### src/rtl/fir_interp_pkg.sv
// Shared types, widths and the fixed 16-tap prototype for the 2x polyphase interpolator.
// Prototype taps are interleaved: phase p uses H[2k+p] against delay-line slot k.
package fir_interp_pkg;

  localparam int DATA_W         = 16;
  localparam int COEF_W         = 16;
  localparam int TAPS_PER_PHASE = 8;
  localparam int ACC_W          = 36;
  localparam int FRAC_W         = 15;
  localparam int TAP_W          = $clog2(TAPS_PER_PHASE);

  typedef enum logic [2:0] {
    ST_IDLE,
    ST_MAC0,
    ST_RND0,
    ST_OUT0,
    ST_MAC1,
    ST_RND1,
    ST_OUT1
  } state_t;

  // Each phase (even taps, odd taps) sums to exactly 32768 for unity DC gain.
  localparam logic signed [COEF_W-1:0] H [2*TAPS_PER_PHASE] = '{
    -16'sd316,  -16'sd200,   16'sd1200,   16'sd800,
    -16'sd3000, -16'sd2600,  16'sd18500,  16'sd18384,
     16'sd18500, 16'sd18384, -16'sd3000, -16'sd2600,
     16'sd1200,  16'sd800,   -16'sd316,  -16'sd200
  };

  localparam logic signed [ACC_W-1:0] RND_HALF = ACC_W'(1 <<< (FRAC_W - 1));

  function automatic logic signed [COEF_W-1:0] coef_phase(input logic p,
                                                           input logic [TAP_W-1:0] k);
    return H[{k, p}];
  endfunction

  function automatic logic signed [ACC_W-1:0] round_q15(input logic signed [ACC_W-1:0] acc);
    logic signed [ACC_W-1:0] biased;
    biased = acc + RND_HALF;
    return biased >>> FRAC_W;
  endfunction

endpackage

### src/rtl/fir_interp2_mac.sv
// Single signed multiply-accumulate unit shared by every tap of both phases.
// clr has priority over en so a new sample always starts from an empty accumulator.
module fir_mac #(
  parameter int A_W   = fir_interp_pkg::DATA_W,
  parameter int B_W   = fir_interp_pkg::COEF_W,
  parameter int ACC_W = fir_interp_pkg::ACC_W
) (
  input  logic                    clk,
  input  logic                    reset_n,
  input  logic                    clr,
  input  logic                    en,
  input  logic signed [A_W-1:0]   a,
  input  logic signed [B_W-1:0]   b,
  output logic signed [ACC_W-1:0] acc
);

  import fir_interp_pkg::*;

  logic signed [A_W+B_W-1:0] prod;
  logic signed [ACC_W-1:0]   prod_ext;
  logic signed [ACC_W-1:0]   acc_d;
  logic signed [ACC_W-1:0]   acc_q;

  always_comb begin
    prod     = a * b;
    prod_ext = {{(ACC_W-A_W-B_W){prod[A_W+B_W-1]}}, prod};
    acc_d    = acc_q;
    if (clr) begin
      acc_d = '0;
    end else if (en) begin
      acc_d = acc_q + prod_ext;
    end
  end

  always_ff @(posedge clk or negedge reset_n) begin
    if (!reset_n) begin
      acc_q <= '0;
    end else begin
      acc_q <= acc_d;
    end
  end

  assign acc = acc_q;

endmodule

### src/rtl/fir_interp2.sv
// 2x polyphase interpolating FIR: one input sample yields a phase-0 then a phase-1 output.
// Define FIR_INTERP_SAT_EN to clamp rounded results; otherwise they wrap to DATA_W bits.
module fir_interp2 #(
  parameter int DATA_W         = fir_interp_pkg::DATA_W,
  parameter int COEF_W         = fir_interp_pkg::COEF_W,
  parameter int TAPS_PER_PHASE = fir_interp_pkg::TAPS_PER_PHASE,
  parameter int ACC_W          = fir_interp_pkg::ACC_W
) (
  input  logic              clk,
  input  logic              reset_n,
  input  logic              in_valid,
  output logic              in_ready,
  input  logic [DATA_W-1:0] in_data,
  output logic              out_valid,
  input  logic              out_ready,
  output logic [DATA_W-1:0] out_data
);

  import fir_interp_pkg::*;

  localparam logic [TAP_W-1:0] LAST_TAP = TAP_W'(TAPS_PER_PHASE - 1);

  state_t                   state_d, state_q;
  logic [TAP_W-1:0]         tap_d, tap_q;
  logic signed [DATA_W-1:0] x_d [TAPS_PER_PHASE];
  logic signed [DATA_W-1:0] x_q [TAPS_PER_PHASE];
  logic [DATA_W-1:0]        out_data_d, out_data_q;
  logic [DATA_W-1:0]        result;
  logic                     mac_clr;
  logic                     mac_en;
  logic                     phase;
  logic signed [COEF_W-1:0] coef;
  logic signed [ACC_W-1:0]  acc;

  assign phase = (state_q == ST_MAC1);
  assign coef  = coef_phase(phase, tap_q);

  fir_mac #(
    .A_W   (DATA_W),
    .B_W   (COEF_W),
    .ACC_W (ACC_W)
  ) u_mac (
    .clk     (clk),
    .reset_n (reset_n),
    .clr     (mac_clr),
    .en      (mac_en),
    .a       (x_q[tap_q]),
    .b       (coef),
    .acc     (acc)
  );

`ifdef FIR_INTERP_SAT_EN
  localparam logic signed [ACC_W-1:0] SAT_MAX = ACC_W'(2**(DATA_W-1) - 1);
  localparam logic signed [ACC_W-1:0] SAT_MIN = -SAT_MAX - ACC_W'(1);

  logic signed [ACC_W-1:0] rounded;

  always_comb begin
    rounded = round_q15(acc);
    if (rounded > SAT_MAX) begin
      result = DATA_W'(SAT_MAX);
    end else if (rounded < SAT_MIN) begin
      result = DATA_W'(SAT_MIN);
    end else begin
      result = rounded[DATA_W-1:0];
    end
  end
`else
  always_comb begin
    result = DATA_W'(round_q15(acc));
  end
`endif

  always_comb begin
    state_d    = state_q;
    tap_d      = tap_q;
    x_d        = x_q;
    out_data_d = out_data_q;
    mac_clr    = 1'b0;
    mac_en     = 1'b0;
    case (state_q)
      ST_IDLE: begin
        if (in_valid) begin
          mac_clr = 1'b1;
          tap_d   = '0;
          for (int i = TAPS_PER_PHASE - 1; i > 0; i--) begin
            x_d[i] = x_q[i-1];
          end
          x_d[0]  = in_data;
          state_d = ST_MAC0;
        end
      end
      ST_MAC0, ST_MAC1: begin
        mac_en = 1'b1;
        tap_d  = tap_q + 1'b1;
        if (tap_q == LAST_TAP) begin
          state_d = (state_q == ST_MAC0) ? ST_RND0 : ST_RND1;
        end
      end
      ST_RND0, ST_RND1: begin
        out_data_d = result;
        state_d    = (state_q == ST_RND0) ? ST_OUT0 : ST_OUT1;
      end
      ST_OUT0: begin
        if (out_ready) begin
          mac_clr = 1'b1;
          tap_d   = '0;
          state_d = ST_MAC1;
        end
      end
      ST_OUT1: begin
        if (out_ready) begin
          state_d = ST_IDLE;
        end
      end
      default: begin
        state_d = ST_IDLE;
      end
    endcase
  end

  always_ff @(posedge clk or negedge reset_n) begin
    if (!reset_n) begin
      state_q    <= ST_IDLE;
      tap_q      <= '0;
      out_data_q <= '0;
      for (int i = 0; i < TAPS_PER_PHASE; i++) begin
        x_q[i] <= '0;
      end
    end else begin
      state_q    <= state_d;
      tap_q      <= tap_d;
      out_data_q <= out_data_d;
      x_q        <= x_d;
    end
  end

  // Handshake flags come straight from the state register so neither side sees a combinational path.
  assign in_ready  = (state_q == ST_IDLE);
  assign out_valid = (state_q == ST_OUT0) || (state_q == ST_OUT1);
  assign out_data  = out_data_q;

endmodule

### config.mk
export PLATFORM = sky130hd
export DESIGN_NAME = fir_interp2
export DESIGN_NICKNAME = d
export VERILOG_FILES = /design/src/rtl/fir_interp_pkg.sv /design/src/rtl/fir_interp2_mac.sv /design/src/rtl/fir_interp2.sv
export SDC_FILE = /design/constraint.sdc
export NUM_CORES = 1
export LEC_CHECK = 0
export ABC_AREA = 1
export BUFFER_PORTS_ARGS = -buffer_cell sky130_fd_sc_hd__buf_2
export CORE_MARGIN = 5
export CORE_UTILIZATION = 35
export DETAILED_ROUTE_END_ITERATION = 6
export GPL_ROUTABILITY_DRIVEN = 1
export PLACE_DENSITY_LB_ADDON = 0.05
export SYNTH_ARGS = -nofsm -noshare
export SYNTH_HDL_FRONTEND = slang
export SYNTH_SLANG_ARGS = --single-unit
### constraint.sdc
create_clock -name clk -period 11 [get_ports clk]
set_input_delay 1.1 -clock clk [delete_from_list [all_inputs] [get_ports clk]]
set_output_delay 1.1 -clock clk [all_outputs]
set_load 0.005 [all_outputs]
# Yosys cells after proc, flatten, opt, wreduce, memory -nomap -nowiden

Memories as Yosys holds them, arrays and structs flattened.
Index checks and enable logic that the tools add are counted.

Flip-flop bits (word level): 186
Output and inout bits: 18
Memories kept: 1
Memory bits (read-only): 256

Bitwise gates (word level): 2
Reductions and logical operators: 9
Order comparisons: 2
Equal/unequal tests: 11
Add/sub/neg operators: 3
Mux-type cells: 20
Multiply operators: 1

Memory list:

| memory          | depth | width | read ports | clocked after Yosys merged registers in | wr ports | RTL line             | text |
|---|---|---|---|---|---|---|---|
| (no name shown) | 16    | 16    | 1          | 0                                       | 0        | fir_interp_pkg.sv:34 | `return H[{k, p}];` |

Operator list:

| cell                     | count |
|---|---|
| $mux W36                 | 2 |
| $mux W16                 | 4 |
| $bmux W16 S3             | 1 |
| $add A36 B32 Y36         | 1 |
| $mul A16 B16 Y32         | 1 |
| $add A31 B16 Y31 const B | 1 |
| $mux W3                  | 7 |
| $pmux W3 S5              | 1 |
| $eq A3 B3 Y1 const B     | 4 |
| $pmux W3 S3              | 1 |
| $ne A2 B2 Y1 const B     | 4 |
| $eq A3 B2 Y1 const B     | 2 |
| $ge A5 B5 Y1 const B     | 1 |
| $not A4 Y5               | 1 |
| $ge A4 B4 Y1 const B     | 1 |
| $not A3 Y4               | 1 |
| $reduce_and A4 Y1        | 1 |
| $reduce_or A2 Y1         | 2 |
| $add A3 B1 Y3 const B    | 1 |
| $eq A3 B1 Y1 const B     | 1 |
| $logic_not A3 Y1         | 1 |
| $mux W1                  | 3 |
| $reduce_and A3 Y1        | 1 |
| $reduce_bool A3 Y1       | 1 |
| other kinds (4)          | 4 |

# Logic depth before layout (Yosys ltp)

Word-level depth: 9
Mapped depth: 37
Depth with buffers taken out: 36

# Cells and area by module

From an unflattened synthesis, not the netlist that was laid out.

Cells, all modules: 2869
Area total of the unflattened synthesis: 22093.7 um2

By module, submodules not included:

| module      | seq. area each (um2) | area an instance (um2) | cells each | instances |
|---|---|---|---|---|
| fir_mac     | 900.9                | 14204.9                | 1885       | 1 |
| fir_interp2 | 3753.6               | 7888.8                 | 984        | 1 |

# Worst setup path before layout

OpenSTA, ideal clock, no wires.

Kind: flip-flop to flip-flop
Start point: register state_q[0]
End point: register u_mac.acc_q[29] (netlist: u_mac.acc[29])
Setup slack: 4286 ps
Setup time: 118 ps
Buffers on the path: 2
Cell stages (with the launch flop): 32
Period minus slack after synthesis: 6714 ps
Arrival time: 6596 ps
Cell sequence: dfrtp_1 buf_2 nor2_1 inv_1 nor2_4 inv_2 ha_1 nand2_1 a21oi_1 a31oi_1 buf_2 nor2_1 fa_1 inv_1 fa_1 inv_1 fa_1 fa_1 fa_1 inv_1 fa_1 inv_1 ha_1 nand2_1 nor2_1 inv_1 nor4_1 o21ai_0 nand3_1 nand2_1 nand3_1 nand2_1

Cells in the longest elaborated chain, start to end: 9
Elaborated cells between the ends (all ways): 16
Those cells by class: add/sub: 1; mul: 1; eq/ne: 3; mux: 6; bitwise: 1; reduce/logical: 3; memory: 1

Ends and longest elaborated chain:

| element                                      | RTL line                             | text |
|---|---|---|
| from (decl)                                  | fir_interp2.sv:23                    | `state_t state_d, state_q;` |
| from (signal assigned)                       | fir_interp2.sv:131                   | `state_q <= state_d;` |
| $eq A3 B3 Y1                                 | fir_interp2.sv:35, fir_interp2.sv:81 |  |
| $not A4 Y5 (not written as such)             | fir_interp_pkg.sv:34                 |  |
| $mem_v2 Z16 W16                              | -                                    |  |
| $mux W16 (not written as such) (2 in series) | fir_interp_pkg.sv:34                 |  |
| $mul A16 B16 Y32                             | fir_interp2_mac.sv:25                | `prod = a * b;` |
| $add A36 B32 Y36                             | fir_interp2_mac.sv:31                | `acc_d = acc_q + prod_ext;` |
| $mux W36                                     | fir_interp2_mac.sv:30                | `end else if (en) begin` |
| $mux W36                                     | fir_interp2_mac.sv:28                | `if (clr) begin` |
| to (signal assigned)                         | fir_interp2_mac.sv:37                | `acc_q <= '0;` |
| to (signal assigned)                         | fir_interp2_mac.sv:39                | `acc_q <= acc_d;` |
| to (decl)                                    | fir_interp2_mac.sv:22                | `logic signed [ACC_W-1:0] acc_q;` |

Several ways; a longest one is shown, not always the timed one. The select of a mux whose other input is x is not followed.
A chain may end at the register's enable or synchronous reset.

# Worst setup path in the final report

Start point: register tap_q[1]
End point: register u_mac.acc_q[21] (netlist: u_mac.acc[21])

Cells in the longest elaborated chain, start to end: 8
Elaborated cells between the ends (all ways): 12
Those cells by class: add/sub: 1; mul: 1; mux: 7; bitwise: 2; memory: 1

Ends and longest elaborated chain:

| element                                                        | RTL line                                | text |
|---|---|---|
| from (decl)                                                    | fir_interp2.sv:24                       | `logic [TAP_W-1:0] tap_d, tap_q;` |
| from (signal assigned)                                         | fir_interp2.sv:132                      | `tap_q <= tap_d;` |
| $not A4 Y5 (not written as such) or $not A3 Y4 (tied branches) | fir_interp_pkg.sv:34, fir_interp2.sv:47 |  |
| $mem_v2 Z16 W16 or $bmux W16 S3 (tied branches)                | -                                       |  |
| $mux W16, on equally long branches (2 in series)               | fir_interp_pkg.sv:34, fir_interp2.sv:47 |  |
| $mul A16 B16 Y32 (*)                                           | fir_interp2_mac.sv:25                   |  |
| $add A36 B32 Y36 (*)                                           | fir_interp2_mac.sv:31                   |  |
| $mux W36 (*)                                                   | fir_interp2_mac.sv:30                   |  |
| $mux W36 (*)                                                   | fir_interp2_mac.sv:28                   |  |

Every way passes the cells marked *; elsewhere a longest branch is shown, timed or not. The select of a mux whose other input is x is not followed.

==> key figures <==
Global routing
  • Initial antenna violation count: 0
  • Vias in the first global route: 14700
  • Grt total ovfl: 0
  • First-pass GRT wire length: 85500 µm
  • Gr usage total: 0.198
  • Largest net degree at the start of global routing: 105

Route
  • DR WL/cell: 18.7 µm
  • ANT nets after route: 0
  • Detailed-route wire length: 53100 µm
  • Initial DRC Count: 940
  • Vias/cell: 4.87
  • Drc violations: 0
  • Initial DRT Pass Iterations: 5
  • Via Count: 13800

Setup path
  • Critical Setup Path Class: register to register
  • Critical path buffers and inverters: 6
  • Most repeated library cell on the critical path: fa_1
  • Slowest cell on crit path: nor2_1
  • FF-to-FF setup slack: 2.34 ns
  • Crit end category: register
  • CP max stage delay: 0.78 ns
  • Startpoint types: register
  • Crit-path leading delay family: adder cells
  • Worst endpoint data arrival time: 9.00 ns
  • Worst-path fanout max: 21
  • CP Data Required Time: 11.34 ns

Clocking
  • CTS tree: done
  • Hold_buf cts: 0
  • Root Driver: clkbuf_16
  • Clk_lat worst skew: 0.50 ns
  • H-tree levels: 4
  • Clock transition at path regs: 0.08 ns
  • CTS resizes: 0
  • Cts bufs inserted: 17
  • Clk buf depth: 2
  • CTS Sinks: 179
  • Buffer count from post-CTS setup fixing: 0

Floorplanning
  • Die Y: 236 µm
  • Starting density of the core: 0.355
  • Die footprint: 55600 µm²
  • I/O Pins: 38
  • Core footprint: 50300 µm²
  • Die W: 236 µm
  • Row cnt: 82

Layout
  • Area growth from synthesis to layout: 8.08%
  • Util after Layout: 0.383
  • Layout Nets: 2527
  • Antenna Cells: 0
  • Layout cells sized above 1: 0.0656
  • Commonest non-fill, non-tap cell in the layout: inv_1
  • Fillers: 5297
  • Final Cell Area: 19300 µm²
  • Commonest non-fill, non-tap cells in the layout: inv_1 (469), nand2_1 (371), nor2_1 (245)

Timing
  • Setup violators final: 0
  • Setup TNS: 0 ns
  • Final WS setup: 2.34 ns
  • Slew headroom: 0.235
  • RSZ-0062 raised after global routing: no
  • Slew Limit Fails: 0
  • Skew final: 0.0231 ns
  • Period utilization: 0.787
  • Final min period: 8.66 ns
  • Final hold vios: 0
  • Worst-margin pin slew: 1.14 ns
  • Fmax: 0.115 GHz

Yosys
  • Synth async-reset ratio: 1.00
  • Post-synthesis sequential area ratio: 0.251
  • Number of synthesized flops with an enable pin: 0
  • Synth Flop Type: dfrtp_1
  • Syn_nets: 2529
  • Post-Syn Area: 17800 µm²
  • Mean area per synthesized cell: 8.28 µm²
  • Synthesized instance count: 2155
  • Flops & latches, synth: 179
  • Synth Warn #: 0
  • Unique masters post-synth: 46

Placed design
  • PortBufs: 37
  • Post-placement cell area: 18700 µm²
  • DP Wirelength: 42200 µm
  • DP Worst Slack: 2.38 ns
  • GP Congestion: 0.880

Min path
  • Min-delay worst type: register to register

Status
  • Status: completed

Job
  • Maxcap violations: 0
-- cell usage after synthesis, types with 3 or more instances --
| cell type | instances | area share |
|---|---|---|
| a21oi_1 | 95 | 0.027 |
| a221oi_1 | 12 | 0.0059 |
| a22o_1 | 3 | 0.0015 |
| a22oi_1 | 8 | 0.0034 |
| a31oi_1 | 3 | 0.0011 |
| buf_1 | 7 | 0.0015 |
| buf_2 | 21 | 0.0059 |
| clkbuf_1 | 38 | 0.0080 |
| dfrtp_1 | 179 | 0.25 |
| fa_1 | 237 | 0.27 |
| ha_1 | 117 | 0.082 |
| inv_1 | 469 | 0.099 |
| inv_2 | 21 | 0.0044 |
| mux2_2 | 18 | 0.011 |
| nand2_1 | 372 | 0.078 |
| nand2_2 | 6 | 0.0021 |
| nand3_1 | 43 | 0.012 |
| nand4_1 | 10 | 0.0035 |
| nor2_1 | 245 | 0.052 |
| nor2_4 | 3 | 0.0019 |
| nor3_1 | 12 | 0.0034 |
| o211ai_1 | 8 | 0.0034 |
| o21ai_0 | 143 | 0.040 |
| o21ai_2 | 7 | 0.0034 |
| o221ai_1 | 9 | 0.0044 |
| o22ai_1 | 27 | 0.0095 |
| or2_2 | 6 | 0.0021 |
| xor2_1 | 11 | 0.0054 |
-- stage by stage --
step / std cells / hold WS, ns
after global placement: 2806 / 0.463
final: 2838 / 0.487
after CTS: 2838 / 0.492
after global routing: 2838 / 0.502
after floorplan: 2155 / 0.453
after detailed placement: 2806 / 0.468
-- tightest hold or removal path, delay by kind of cell, from the launching register on --
family / cells / cell delay [ns]
flops: 1 / 0.35
simple gates: 2 / 0.10
-- registers in the layout, indices dropped and copies added, names as in the netlist --
name	cells
out_data	16
tap_q	3
u_mac.acc	29
x_q	128
state_q	3
-- routing by layer --
layer  share of wire  wire length [µm]  vias to the layer above  GRT usage
met5               0                 0                        -          0
met4           0.012               626                        0     0.0387
met3           0.043              2280                       37     0.0376
met2            0.45             23700                      257      0.308
met1            0.50             26500                     6922      0.292
li1                -                 -                     6611          -
-- logic make-up (layout without fill, tap and decap cells) --
kind of cell	count (synthesis)	after routing	synth area share
xor gates and xnor gates	13	13	0.00638
buffers and inverters	559	570	0.120
and+or+nand+nor	702	702	0.157
adders and majority gates	354	354	0.348
AOI/OAI and AO/OA	330	330	0.106
muxes	18	18	0.0114
DFF	179	179	0.251
-- worst paths after layout --
path,from,to,depth (start not counted)
worst max-delay path,tap_q[1],u_mac.acc[21],25
max in group asynchronous,reset_n,x_q[122],2
min in group asynchronous,reset_n,x_q[123],1
worst min-delay path,out_data[0],out_data[0],2
worst min register to register,out_data[0],out_data[0],2
worst max register to register,tap_q[1],u_mac.acc[21],25
-- final cells by class --
cell class / count / area [µm²] / share of cell area
clock inverter: 15 / 190 / 0.00987
clock buffer: 17 / 425 / 0.0221
multi-input combinational: 1417 / 11200 / 0.582
sequential: 179 / 4480 / 0.232
timing repair buffer: 47 / 269 / 0.0140
inverter: 491 / 1840 / 0.0956
tap: 672 / 841 / 0.0436
Power is not shown: default switching activity piles up to over one toggle a cycle in this logic, so the estimate is an artifact.
